$ cat src/rtl/ps2_key_event_tx.sv
`default_nettype none
// ============================================================================
// Module   : ps2_key_event_tx
// Brief    : Transmitter for the 11-bit ps2_key event bus
//            {toggle, pressed, extended, code[7:0]}. Queues key events from
//            any producer and emits each one as a toggle of bit 10, with a
//            minimum idle gap between emissions so a clk_sys consumer that
//            compares against its previous toggle never misses an event.
//            Optional macro PS2_KEY_TYPEMATIC_EN adds auto-repeat of the
//            most recently emitted make code.
// Revision : 1.0 - initial release
// ============================================================================
module ps2_key_event_tx #(
   parameter int FIFO_DEPTH   = 8,
   parameter int GAP_CYCLES   = 4,
   parameter int REPEAT_DELAY = 6000000,
   parameter int REPEAT_RATE  = 1200000
) (
   input  logic        clk_sys,
   input  logic        reset,
   input  logic        ev_valid,
   output logic        ev_ready,
   input  logic        ev_pressed,
   input  logic        ev_ext,
   input  logic [7:0]  ev_code,
   output logic [10:0] ps2_key,
   output logic        busy,
   output logic        overflow
);

   localparam int AW = $clog2(FIFO_DEPTH);
   localparam int GW = $clog2(GAP_CYCLES + 1);

   localparam logic [0:0] S_IDLE = 1'b0;
   localparam logic [0:0] S_GAP  = 1'b1;

   // Event queue storage; pointers carry one extra wrap bit.
   logic [9:0]    mem_q [FIFO_DEPTH];
   logic [AW:0]   wr_ptr_q;
   logic [AW:0]   rd_ptr_q;
   logic          overflow_q;

   logic [0:0]    state_q, state_d;
   logic [GW-1:0] gap_q, gap_d;
   logic [10:0]   key_q, key_d;

   logic          w_empty, w_full, w_push, w_pop;
   logic          w_emit;
   logic [9:0]    w_head;
   logic [9:0]    w_emit_data;

   assign w_empty = (wr_ptr_q == rd_ptr_q);
   assign w_full  = (wr_ptr_q[AW] != rd_ptr_q[AW]) &&
                    (wr_ptr_q[AW-1:0] == rd_ptr_q[AW-1:0]);
   assign w_push  = ev_valid && !w_full;
   assign w_head  = mem_q[rd_ptr_q[AW-1:0]];

`ifdef PS2_KEY_TYPEMATIC_EN
   localparam int RMAX = (REPEAT_DELAY > REPEAT_RATE) ? REPEAT_DELAY : REPEAT_RATE;
   localparam int RW   = $clog2(RMAX + 1);

   logic          held_valid_q;
   logic          held_ext_q;
   logic [7:0]    held_code_q;
   logic [RW-1:0] rep_cnt_q;
   logic          w_repeat;

   // Repeat only when nothing is queued and the bus is idle; counter holds
   // the number of edges left before the repeat emission edge.
   assign w_repeat    = held_valid_q && (rep_cnt_q == '0) && (state_q == S_IDLE) && w_empty;
   assign w_emit      = w_pop || w_repeat;
   assign w_emit_data = w_pop ? w_head : {1'b1, held_ext_q, held_code_q};

   // Held-key tracking and repeat countdown.
   always_ff @(posedge clk_sys) begin
      if (reset) begin
         held_valid_q <= 1'b0;
         held_ext_q   <= 1'b0;
         held_code_q  <= '0;
         rep_cnt_q    <= '0;
      end else if (w_emit && w_emit_data[9]) begin
         held_valid_q <= 1'b1;
         held_ext_q   <= w_emit_data[8];
         held_code_q  <= w_emit_data[7:0];
         rep_cnt_q    <= w_repeat ? RW'(REPEAT_RATE - 1) : RW'(REPEAT_DELAY - 1);
      end else if (w_emit && held_valid_q && (w_emit_data[8] == held_ext_q) &&
                   (w_emit_data[7:0] == held_code_q)) begin
         held_valid_q <= 1'b0;
      end else if (held_valid_q && (rep_cnt_q != '0)) begin
         rep_cnt_q    <= rep_cnt_q - RW'(1);
      end
   end
`else
   logic w_unused_repeat;
   assign w_unused_repeat = ^{32'(REPEAT_DELAY), 32'(REPEAT_RATE)};
   assign w_emit          = w_pop;
   assign w_emit_data     = w_head;
`endif

   // Queue write side and sticky overflow flag.
   always_ff @(posedge clk_sys) begin
      if (reset) begin
         wr_ptr_q   <= '0;
         overflow_q <= 1'b0;
      end else begin
         if (w_push) begin
            mem_q[wr_ptr_q[AW-1:0]] <= {ev_pressed, ev_ext, ev_code};
            wr_ptr_q                <= wr_ptr_q + (AW+1)'(1);
         end
         if (ev_valid && w_full) begin
            overflow_q <= 1'b1;
         end
      end
   end

   // Queue read side advances on every pop.
   always_ff @(posedge clk_sys) begin
      if (reset) begin
         rd_ptr_q <= '0;
      end else if (w_pop) begin
         rd_ptr_q <= rd_ptr_q + (AW+1)'(1);
      end
   end

   // FSM state register.
   always_ff @(posedge clk_sys) begin
      if (reset) begin
         state_q <= S_IDLE;
      end else begin
         state_q <= state_d;
      end
   end

   // FSM next state: leave IDLE on an emission, leave GAP when count hits 0.
   always_comb begin
      state_d = state_q;
      case (state_q)
         S_IDLE:  if (w_emit) state_d = S_GAP;
         S_GAP:   if (gap_q == GW'(1)) state_d = S_IDLE;
         default: state_d = S_IDLE;
      endcase
   end

   // FSM outputs: pop, gap counter and bus value for the next edge.
   always_comb begin
      w_pop = 1'b0;
      gap_d = gap_q;
      key_d = key_q;
      case (state_q)
         S_IDLE: begin
            w_pop = !w_empty;
            if (w_emit) begin
               key_d = {~key_q[10], w_emit_data};
               gap_d = GW'(GAP_CYCLES);
            end
         end
         S_GAP: begin
            gap_d = gap_q - GW'(1);
         end
         default: begin
            gap_d = '0;
         end
      endcase
   end

   // Bus and gap counter registers.
   always_ff @(posedge clk_sys) begin
      if (reset) begin
         key_q <= '0;
         gap_q <= '0;
      end else begin
         key_q <= key_d;
         gap_q <= gap_d;
      end
   end

   assign ps2_key  = key_q;
   assign ev_ready = !w_full;
   assign busy     = !w_empty || (state_q != S_IDLE);
   assign overflow = overflow_q;

endmodule
`default_nettype wire

$ cat config.mk
export PLATFORM = sky130hd
export DESIGN_NAME = ps2_key_event_tx
export DESIGN_NICKNAME = d
export VERILOG_FILES = /design/src/rtl/ps2_key_event_tx.sv
export SDC_FILE = /design/constraint.sdc
export NUM_CORES = 1
export LEC_CHECK = 0
export ABC_AREA = 1
export BUFFER_PORTS_ARGS = -buffer_cell sky130_fd_sc_hd__buf_2
export CAP_MARGIN = 10
export CORE_UTILIZATION = 50
export DETAILED_ROUTE_END_ITERATION = 7
export GPL_TIMING_DRIVEN = 0
export PLACE_DENSITY = 0.7
export SKIP_CTS_REPAIR_TIMING = 1
export SLEW_MARGIN = 20
export SYNTH_ARGS = -nofsm -noshare
export SYNTH_HDL_FRONTEND = slang
export SYNTH_SLANG_ARGS = --single-unit
$ cat constraint.sdc
create_clock -name clk_sys -period 2.2 [get_ports clk_sys]
set_input_delay 0 -clock clk_sys [delete_from_list [all_inputs] [get_ports clk_sys]]
set_output_delay 0 -clock clk_sys [all_outputs]
set_load 0.02 [all_outputs]
# [Word-level counts from Yosys, hierarchy flattened]
# Memory sizes are Yosys's and may differ from the RTL's. A register that Yosys moved wholly into a read port is not among the register bits.
# Cells that the tools add are included.
# Widths: inputs -> output; s select.
[classes] add_sub_neg=3 eq_ne=5 n_mux=9 n_bitwise=2 reduce_logical=7
[ops] op="$add 4x1->4 const B" n=2
[ops] op="$mux 1" n=6
[ops] op="$pmux 3 s2" n=1
[ops] op="$eq 4x4->1" n=1
[ops] op="$eq 3x1->1 const B" n=1
[ops] op="$eq 3x3->1" n=1
[ops] op="$logic_and 1x1->1" n=3
[ops] op="$mux 3" n=1
[ops] op="$sub 3x1->3 const B" n=1
[ops] op="$logic_not 1->1" n=2
[ops] op="$ne 2x2->1 const B" n=1
[ops] op="$not 1->1" n=2
[ops] op="$pmux 1 s2" n=1
[ops] op="$reduce_and 2->1" n=1
[ops] op="$logic_or 1x1->1" n=1
[ops] op="$ne 1x1->1" n=1
[totals] ff_bits=24 ram_bits=80 input_bits=13 memories=1
[memory_table] name="mem_q" depth=8 word_bits=10 rd=1 rd_ports_with_merged_regs=1 wr=1 line="38" rtl="logic [9:0] mem_q [FIFO_DEPTH];"

# [Depth between registers and ports, before layout]
# Gate-level depths: netlist (run 1).
[depth] word_depth=7 ltp_mapped=11 mapped_depth_nobuf=9

# [Least setup slack after synthesis (run 1)]
# No wires, ideal clock.
[synth_timing] path_type="reg-to-reg" startpoint="reg rd_ptr_q[0]" endpoint="mem mem_q[0][0] (enable)" arrival_ps=1611 slack_ps=213 path_stages_with_launch=9 path_buffers=1 synth_period_minus_slack_ps=1987 cell_sequence="dfxtp_1 > buf_4 > inv_2 > nand2_1 > nand2_2 > inv_1 > nand4_2 > nand4_1 > nor2_1"
[synth_between] elab_chain_len=7
[synth_rtl] element="from (decl)" line="40" rtl="logic [AW:0] rd_ptr_q;"
[synth_rtl] element="from (signal assigned)" line="121" rtl="rd_ptr_q <= rd_ptr_q + (AW+1)'(1);"
[synth_rtl] element="$eq 3x3->1" line="54" rtl="(wr_ptr_q[AW-1:0] == rd_ptr_q[AW-1:0]);"
[synth_rtl] element="$logic_and 1x1->1" line="53" rtl="assign w_full = (wr_ptr_q[AW] != rd_ptr_q[AW]) &&"
[synth_rtl] element="$logic_not 1->1"
[synth_rtl] element="net ev_ready" line="22" rtl="output logic ev_ready,"
[synth_rtl] element="$logic_and 1x1->1" line="55" rtl="assign w_push = ev_valid && !w_full;"
[synth_rtl] element="$mux 1" line="106" rtl="if (w_push) begin"
[synth_rtl] element="$mux 1" line="102" rtl="if (reset) begin"
[synth_rtl] element="$mux 1 (implied by the code)" line="107" rtl="mem_q[wr_ptr_q[AW-1:0]] <= {ev_pressed, ev_ext, ev_code};"
[synth_rtl] element="to (decl)" line="38"
# The timed path passes the listed nets, and every way through them passes these cells.

# [Worst setup path after layout (run 1)]
[layout_timing] startpoint="reg rd_ptr_q[0]" endpoint="mem mem_q[3][1] (enable)"
[layout_between] elab_chain_len=7
[layout_rtl] element="$eq 3x3->1" line="54"
[layout_rtl] element="$logic_and 1x1->1" line="53"
[layout_rtl] element="$logic_not 1->1" line="55"
[layout_rtl] element="$logic_and 1x1->1" line="55"
[layout_rtl] element="$mux 1" line="106"
[layout_rtl] element="$mux 1" line="102"
[layout_rtl] element="$mux 1 (implied by the code)" line="107"
# Every way passes these cells.

==> impl_metrics.env, run 1 <==
export IMPL_outcome="finished with violations"
export IMPL_violations="negative setup slack"
export IMPL_grt_pass1_wl_um=13830
export IMPL_max_vdd_ir_drop_uv=494.0
export IMPL_place_congestion=0.7794
export IMPL_cts_buffer_depth=2
export IMPL_drtIter0Drc=273
export IMPL_timing_final_crit_share_pct=100.6
export IMPL_area_growth_pct=15.73
export IMPL_clock_skew_ns=0.02307
export IMPL_core_area_mm2=0.008341
export IMPL_fmax_mhz=451.7
export IMPL_cts_htree_levels=3
export IMPL_drv_slew=0
export IMPL_layout_setup_ws_ns=-0.01367
export IMPL_port_buffers=25
export IMPL_syn_num_nets=452
export IMPL_fin_tns_setup_ns=-0.05000
export IMPL_max_slew_margin_pct=58.95
export IMPL_fp_dieH_um=95.62
export IMPL_wire_per_inst_um=15.26
export IMPL_rrSetupSlack_ns=-0.01
export IMPL_yosysWarnings=0
export IMPL_viasPerCell=5.223
export IMPL_grt_overflow_total=0
export IMPL_hold_path_class="primary input to register"
export IMPL_clock_tree_root_cell="clkbuf_8"
export IMPL_final_core_util_pct=60.80
export IMPL_pwr_density_cell_mw_per_mm2=983.7
export IMPL_period_needed_ns=2.214
export IMPL_drive_above_1_share_pct=16.70
export IMPL_grt_setup_unrepaired="yes"
export IMPL_syn_area_per_cell_um2=10.07
export IMPL_power_leakage_nw=2.014
export IMPL_synthDistinctLibCells=24
export IMPL_whs_path_depth=3
export IMPL_placed_cell_area_mm2=0.004638
export IMPL_io_pins=27
export IMPL_endpoint_kind="register"
export IMPL_antenna_found_initial=0
export IMPL_path_clk_slew_ns=0.11
export IMPL_dp_hpwl_um=6037
export IMPL_grt_pass1_vias=2795
export IMPL_vias=3113
export IMPL_r2r_cells=8
export IMPL_diodes=0
export IMPL_cp_start_kind="register"
export IMPL_grt_max_degree=23
export IMPL_arrival_ns=2.23
export IMPL_synthCells=435
export IMPL_crit_fanout=10
export IMPL_drtAntennaViolNets=0
export IMPL_finalPower_mw=4.989
export IMPL_critPathRequiredTime_ns=2.21
export IMPL_detail_route_first_pass_iterations=5
export IMPL_setup_viol=10
export IMPL_fillCellCount=706
export IMPL_dieArea_mm2=0.009142
export IMPL_dpl_worst_slack_ns=-0.2166
export IMPL_cts_made_buffers=9
export IMPL_cts_tree="done"
export IMPL_clock_sinks=104
export IMPL_gr_usage_all_layers_pct=21.18
export IMPL_final_area_mm2=0.005071
export IMPL_drc_errors=0
export IMPL_totalWireLength_um=9094
export IMPL_insertion_delay_ns=0.39
export IMPL_criticalPathCategory="register to register"
export IMPL_synth_area_mm2=0.004382
export IMPL_worst_slew_pin_slew_ns=0.6151
export IMPL_initial_utilization_pct=52.54
export IMPL_fp_dieW_um=95.62
export IMPL_final_hold_violation_count=0
export IMPL_synth_seq_cells=104
export IMPL_fp_row_count=33
export IMPL_drv_cap=0
export IMPL_final_nets=503
export IMPL_yosysSeqAreaShare_pct=65.79
placed cells by master (no fill, tap or decap):
cell | Yosys | routed
nand2_4 | 2 | 2
clkbuf_1 | 9 | 9
edfxtp_1 | 80 | 80
buf_12 | 0 | 3
nand4_2 | 1 | 1
dfxtp_1 | 24 | 24
buf_2 | 10 | 35
a21oi_1 | 12 | 12
clkinv_8 | 0 | 3
xor2_1 | 2 | 2
buf_8 | 1 | 1
clkinv_1 | 1 | 1
nand2_2 | 6 | 6
buf_6 | 1 | 1
nor2_2 | 0 | 4
nand3_1 | 72 | 72
nor2_1 | 35 | 27
nand3b_1 | 1 | 1
o21ai_0 | 1 | 1
nand4_1 | 4 | 4
nor2_4 | 2 | 6
inv_1 | 22 | 22
clkinv_4 | 0 | 1
or2_2 | 1 | 1
buf_4 | 1 | 2
dlygate4sd3_1 | 0 | 11
nand2_1 | 139 | 139
clkbuf_8 | 0 | 9
inv_2 | 4 | 4
ha_1 | 4 | 4
inv_8 | 0 | 3
synth_stat cells:
| cell | instances | area, um^2 |
|---|---|---|
| nand2_1 | 139 | 521.8 |
| edfxtp_1 | 80 | 2402 |
| nand3_1 | 72 | 360.4 |
| nor2_1 | 35 | 131.4 |
| dfxtp_1 | 24 | 480.5 |
| inv_1 | 22 | 82.58 |
| a21oi_1 | 12 | 60.06 |
| buf_2 | 10 | 50.05 |
| clkbuf_1 | 9 | 33.78 |
| nand2_2 | 6 | 37.54 |
| ha_1 | 4 | 50.05 |
| inv_2 | 4 | 15.01 |
| nand4_1 | 4 | 25.02 |
| nand2_4 | 2 | 22.52 |
| nor2_4 | 2 | 22.52 |
| xor2_1 | 2 | 17.52 |
| buf_4 | 1 | 7.510 |
| buf_6 | 1 | 11.26 |
| buf_8 | 1 | 15.01 |
| clkinv_1 | 1 | 3.750 |
| nand3b_1 | 1 | 7.510 |
| nand4_2 | 1 | 12.51 |
| o21ai_0 | 1 | 5.000 |
| or2_2 | 1 | 6.260 |
metal layers:
metal | up-vias | global-route usage [%] | wire (um)
met5 | - | 0 | 0
met1 | 1454 | 28.19 | 4144
li1 | 1548 | - | -
met2 | 101 | 34.29 | 4377
met4 | 0 | 6.592 | 99
met3 | 10 | 5.183 | 473
flip-flops by register name (all words and copies together) (netlist names):
signal	cells
mem_q	80
ps2_key	11
rd_ptr_q	4
wr_ptr_q	4
gap_q	3
overflow	1
state_q	1
worst paths after layout:
| kind | startpoint | end |
|---|---|---|
| max | rd_ptr_q[0]$_SDFFE_PP0P_ | mem_q[3][1]$_DFFE_PP_ |
| max reg2reg | rd_ptr_q[0]$_SDFFE_PP0P_ | mem_q[3][1]$_DFFE_PP_ |
| min | ev_valid | wr_ptr_q[0]$_SDFFE_PP0P_ |
| min reg2reg | overflow$_SDFFE_PP0P_ | overflow$_SDFFE_PP0P_ |
critical path: stages (launching register included):
cell and delay [ns]:
dfxtp_1 0.35, buf_4 0.17, inv_2 0.11, nand2_1 0.07, nand2_2 0.09, inv_1 0.05, nand4_2 0.17, nand4_1 0.27
nor2_2 0.56
where the power goes:
group	switching [mW]	internal [mW]	total, mW
clock network	0.747	0.465	1.21
registers	0.0709	2.25	2.32
logic	0.969	0.487	1.46
total	1.79	3.20	4.99
through the flow:
step / hold slack, ns / cells
floorplan: 0.06907 / 435
global placement: 0.2717 / 565
detailed placement: 0.2740 / 565
CTS: -0.1370 / 581
global route: 0.04119 / 596
finish: 0.04240 / 596
kinds of logic after synthesis:
group	count (synthesis)	share of synthesized area (%)
and+or+nand+nor	263	26.19
DFF	104	65.79
buffers and inverters	49	4.997
AOI/OAI and AO/OA	13	1.485
adders and majority gates	4	1.142
xor gates and xnor gates	2	0.3998
cell type report:
type	count	area, um^2	share of cell area, %
Inverter	27	101.3	1.999
Buffer	22	117.6	2.319
Clock buffer	9	123.9	2.443
Multi-Input combinational cell	282	1320	26.03
Tap cell	105	131.4	2.591
Sequential cell	104	2883	56.85
Clock inverter	7	91.34	1.801
Timing Repair Buffer	40	302.8	5.971
Note: power is estimated with default switching activity, not from simulation.
==> inputs of run 2 (changes only) <==
Settings changed: MAX_ROUTING_LAYER set to met4.
==> run 2 against run 1 <==
Net effect: the run still ends with negative setup slack left; wire length about the same; cell count stayed put; clock skew fell by 0.00056 ns; clock power about the same; largest cell class unchanged; highest routed layer unchanged.
==> impl_metrics.env, run 2 (synthesized netlist as in run 1, its figures left out) <==
export IMPL_finalPower_mw=4.982
export IMPL_critPathRequiredTime_ns=2.21
export IMPL_period_needed_ns=2.228
export IMPL_dieArea_mm2=0.009142
export IMPL_path_clk_slew_ns=0.11
export IMPL_slowest_delay_ns=0.57
export IMPL_drtIter0Drc=300
export IMPL_port_buffers=25
export IMPL_crit_fanout=10
export IMPL_grt_setup_unrepaired="yes"
export IMPL_timing_final_crit_share_pct=101.3
export IMPL_drc_errors=0
export IMPL_grt_pass1_vias=2788
export IMPL_fp_row_count=33
export IMPL_drive_above_1_share_pct=16.70
export IMPL_totalWireLength_um=9095
export IMPL_clock_tree_root_cell="clkbuf_8"
export IMPL_multi_input_area_mm2=0.001320
export IMPL_max_vdd_ir_drop_uv=492.1
export IMPL_initial_utilization_pct=52.54
export IMPL_core_area_mm2=0.008341
export IMPL_fillCellCount=706
export IMPL_endpoint_kind="register"
export IMPL_violations="negative setup slack"
export IMPL_dp_hpwl_um=6037
export IMPL_io_pins=27
export IMPL_wire_per_inst_um=15.26
export IMPL_power_leakage_nw=2.014
export IMPL_final_nets=503
export IMPL_place_congestion=0.7901
export IMPL_criticalPathCategory="register to register"
export IMPL_final_common_cell="nand2_1"
export IMPL_antenna_found_initial=0
export IMPL_path_delay_family="simple AND/OR/NAND/NOR gates"
export IMPL_largest_register_ffs=80
export IMPL_hold_ws_ns=0.04691
export IMPL_diodes=0
export IMPL_rrSetupSlack_ns=-0.03
export IMPL_cp_cell_sequence="buf_4, inv_2, nand2_1, nand2_2, inv_1, nand4_2, nand4_1, nor2_2"
export IMPL_grt_pass1_wl_um=13810
export IMPL_grt_max_degree=23
export IMPL_viasPerCell=5.228
export IMPL_critPathSlowestCell="nor2_2"
export IMPL_fmax_mhz=448.8
export IMPL_dpl_worst_slack_ns=-0.2166
export IMPL_clock_sinks=104
export IMPL_gr_usage_all_layers_pct=21.77
export IMPL_layout_common_cells="nand2_1 (139), edfxtp_1 (80), nand3_1 (72), buf_2 (35), nor2_1 (27)"
export IMPL_detail_route_first_pass_iterations=5
export IMPL_area_growth_pct=15.73
export IMPL_hold_path_class="primary input to register"
export IMPL_cts_tree="done"
export IMPL_cts_htree_levels=3
export IMPL_drv_slew=0
export IMPL_setup_viol=10
export IMPL_fp_dieW_um=95.62
export IMPL_outcome="finished with violations"
export IMPL_final_hold_violation_count=0
export IMPL_arrival_ns=2.24
export IMPL_vias=3116
export IMPL_max_slew_margin_pct=58.55
export IMPL_pwr_density_cell_mw_per_mm2=982.4
export IMPL_cts_buffer_depth=2
export IMPL_fin_tns_setup_ns=-0.1980
export IMPL_drtAntennaViolNets=0
export IMPL_cp_start_kind="register"
export IMPL_layout_setup_ws_ns=-0.02819
export IMPL_fp_dieH_um=95.62
export IMPL_cts_made_buffers=9
export IMPL_insertion_delay_ns=0.38
export IMPL_critPathBufInv=3
export IMPL_clock_skew_ns=0.02252
export IMPL_grt_overflow_total=0
export IMPL_seq_area_mm2=0.002883
export IMPL_worst_slew_pin_slew_ns=0.6210
export IMPL_drv_cap=0
run 2: cell counts in the layout (fill, tap and decap cells not counted):
Identical to the previous run, type by type.
run 2: layout make-up:
class	instances	share of cell area, %
plain buffers	22	2.319
well taps	105	2.591
clock buffers	9	2.443
multi-input cells	282	26.03
inverters	27	1.999
flip-flops and latches	104	56.85
clock inverters	7	1.801
repair buffers	40	5.971
run 2: stage by stage:
stage / area [um^2] / util, % / cells
6_report: 5071 / 60.80 / 596
5_1_grt: 5071 / 60.80 / 596
4_1_cts: 4853 / 58.19 / 581
3_5_place_dp: 4638 / 55.61 / 565
3_3_place_gp: 4638 / 55.61 / 565
2_1_floorplan: 4382 / - / 435
run 2: worst min-delay path: stages:
cell      delay (ns)
clkbuf_1        0.17
nand4_1         0.14
a21oi_1         0.06
run 2: power by group:
group / switching, mW / total (mW) / internal [mW]
logic: 0.968 / 1.46 / 0.487
registers: 0.0712 / 2.32 / 2.25
clock network: 0.740 / 1.21 / 0.466
run 2: path summary, 6_finish.rpt:
| kind | startpoint | end | cells past startpoint |
|---|---|---|---|
| max | rd_ptr_q[0]$_SDFFE_PP0P_ | mem_q[3][1]$_DFFE_PP_ | 8 |
| max reg2reg | rd_ptr_q[0]$_SDFFE_PP0P_ | mem_q[3][1]$_DFFE_PP_ | 8 |
| min reg2reg | overflow$_SDFFE_PP0P_ | overflow$_SDFFE_PP0P_ | 2 |
| min | ev_valid | overflow$_SDFFE_PP0P_ | 3 |
run 2: metal layers:
layer | global-route usage [%] | part of all wire [%] | vias to the layer above
li1 | - | - | 1546
met1 | 28.08 | 45 | 1467
met5 | - | 0 | -
met2 | 34.29 | 49 | 95
met4 | 6.592 | 0.77 | 0
met3 | 5.183 | 4.6 | 8
==> inputs of run 3 (changes only) <==
--- a/config.mk
+++ b/config.mk
@@ -9,9 +9,11 @@
 export BUFFER_PORTS_ARGS = -buffer_cell sky130_fd_sc_hd__buf_2
 export CAP_MARGIN = 10
-export CORE_UTILIZATION = 50
+export CELL_PAD_IN_SITES_DETAIL_PLACEMENT = 1
+export CELL_PAD_IN_SITES_GLOBAL_PLACEMENT = 1
+export CORE_UTILIZATION = 47
 export DETAILED_ROUTE_END_ITERATION = 7
 export GPL_TIMING_DRIVEN = 0
 export MAX_ROUTING_LAYER = met4
-export PLACE_DENSITY = 0.7
+export PLACE_DENSITY = 0.8
 export SKIP_CTS_REPAIR_TIMING = 1
 export SLEW_MARGIN = 20
==> constraint.sdc (replaced) <==
create_clock -name clk_sys -period 2.2 [get_ports clk_sys]
set_input_delay 0.11 -clock clk_sys [delete_from_list [all_inputs] [get_ports clk_sys]]
set_output_delay 0.11 -clock clk_sys [all_outputs]
set_load 0.02 [all_outputs]
==> run 3 against run 2 <==
Net effect: the run still ends with negative setup slack left; critical path depth unchanged; maximum frequency is 1.3% lower; core utilization shrank 5.0 points; power up 1.1%; final area down 2.1%; non-clock buffer count decreased by 8; combinational power about the same; sequential share of layout area up 1.2 points; clock power about the same; cell count down 0.84%; critical endpoint is now mem_q[3][8]$_DFFE_PP_; largest cell class unchanged; largest power group unchanged.
==> impl_metrics.env, run 3 (synthesized netlist as in run 1, its figures left out) <==
export IMPL_hold_path_class="primary input to register"
export IMPL_fp_row_count=34
export IMPL_critPathRequiredTime_ns=2.22
export IMPL_diodes=0
export IMPL_fp_dieH_um=98.56
export IMPL_grt_max_degree=23
export IMPL_wl_met2_um=5464
export IMPL_dr_max_layer_used="met4"
export IMPL_antenna_found_initial=0
export IMPL_cts_buffer_depth=2
export IMPL_cts_htree_levels=3
export IMPL_arrival_ns=2.27
export IMPL_drive_above_1_share_pct=16.98
export IMPL_clock_tree_root_cell="clkbuf_8"
export IMPL_drc_errors=0
export IMPL_grt_pass1_vias=3284
export IMPL_detail_route_first_pass_iterations=4
export IMPL_violations="negative setup slack"
export IMPL_fmax_mhz=443.0
export IMPL_hold_ws_ns=0.01704
export IMPL_insertion_delay_ns=0.39
export IMPL_worst_slew_pin_slew_ns=0.6524
export IMPL_outcome="finished with violations"
export IMPL_viasPerCell=5.399
export IMPL_dp_hpwl_um=7283
export IMPL_period_needed_ns=2.257
export IMPL_vias=3191
export IMPL_wl_met3_um=475
export IMPL_clock_skew_ns=0.01921
export IMPL_endpoint_kind="register"
export IMPL_drv_cap=0
export IMPL_largest_register_ffs=80
export IMPL_core_area_mm2=0.008891
export IMPL_fp_dieW_um=98.56
export IMPL_drv_slew=0
export IMPL_layout_common_cells="nand2_1 (139), edfxtp_1 (80), nand3_1 (72), buf_2 (35), nor2_1 (27)"
export IMPL_drtIter0Drc=100
export IMPL_grt_setup_unrepaired="yes"
export IMPL_max_slew_margin_pct=56.46
export IMPL_clock_sinks=104
export IMPL_final_nets=495
export IMPL_final_common_cell="nand2_1"
export IMPL_setup_viol=21
export IMPL_cts_made_buffers=9
export IMPL_totalWireLength_um=10680
export IMPL_initial_utilization_pct=49.28
export IMPL_placed_cells=568
export IMPL_dieArea_mm2=0.009713
export IMPL_fillCellCount=1018
export IMPL_rrSetupSlack_ns=-0.06
export IMPL_timing_final_crit_share_pct=102.6
export IMPL_place_congestion=0.7678
export IMPL_port_buffers=25
export IMPL_grt_pass1_wl_um=16610
export IMPL_criticalPathCategory="register to register"
export IMPL_max_vdd_ir_drop_uv=425.4
export IMPL_stdcell_count=591
export IMPL_area_growth_pct=13.25
export IMPL_gr_usage_all_layers_pct=23.87
export IMPL_pwr_density_cell_mw_per_mm2=1015
export IMPL_layout_setup_ws_ns=-0.05744
export IMPL_wire_per_inst_um=18.07
export IMPL_crit_fanout=10
export IMPL_power_leakage_nw=1.973
export IMPL_path_clk_slew_ns=0.12
export IMPL_cts_tree="done"
export IMPL_cp_start_kind="register"
export IMPL_wl_met1_um=4565
export IMPL_fin_tns_setup_ns=-0.6636
export IMPL_final_hold_violation_count=0
export IMPL_grt_overflow_total=0
export IMPL_io_pins=27
export IMPL_drtAntennaViolNets=0
run 3: cell types whose count changed in the layout (fill, tap and decap cells not counted), sizes merged:
cell,before,now
dlygate4sd3,11,3
run 3: final timing paths:
kind / from / to / cells past startpoint
worst max register to register: rd_ptr_q[0]$_SDFFE_PP0P_ / mem_q[3][8]$_DFFE_PP_ / 8
worst min-delay path: ev_code[4] / mem_q[5][4]$_DFFE_PP_ / 1
worst min register to register: overflow$_SDFFE_PP0P_ / overflow$_SDFFE_PP0P_ / 2
worst max-delay path: rd_ptr_q[0]$_SDFFE_PP0P_ / mem_q[3][8]$_DFFE_PP_ / 8
run 3: critical path, cell delays in order, from the launching register on:
cell     delay (ns)
dfxtp_1        0.34
buf_4          0.17
inv_2          0.11
nand2_1        0.07
nand2_2        0.09
inv_1          0.05
nand4_2        0.17
nand4_1        0.28
nor2_2         0.60
run 3: cell type report:
class | instances | area, um^2 | share of cell area (%)
Timing Repair Buffer | 32 | 185.2 | 3.732
Inverter | 27 | 101.3 | 2.042
Clock buffer | 9 | 123.9 | 2.496
Tap cell | 108 | 135.1 | 2.723
Buffer | 22 | 117.6 | 2.370
Clock inverter | 7 | 96.34 | 1.942
Sequential cell | 104 | 2883 | 58.09
Multi-Input combinational cell | 282 | 1320 | 26.60
run 3: metal layers:
layer,vias up,track usage (%)
li1,1533,-
met1,1564,28.56
met2,78,40.85
met3,16,5.106
met4,0,7.003
met5,-,-
run 3: power by group:
part / switching [mW] / internal (mW)
combinational: 1.00 / 0.478
sequential: 0.0712 / 2.25
clock: 0.767 / 0.469
run 3: stage by stage:
step	util, %	total power [mW]	setup WS, ns	area, um^2
floorplan	-	3.398	0.2130	4382
detailed placement	52.21	3.828	-0.3390	4642
finish	55.81	5.037	-0.05744	4962
global route	55.81	5.320	-0.3252	4962
global placement	52.21	3.767	-0.2331	4642
CTS	54.69	5.048	-0.3798	4862
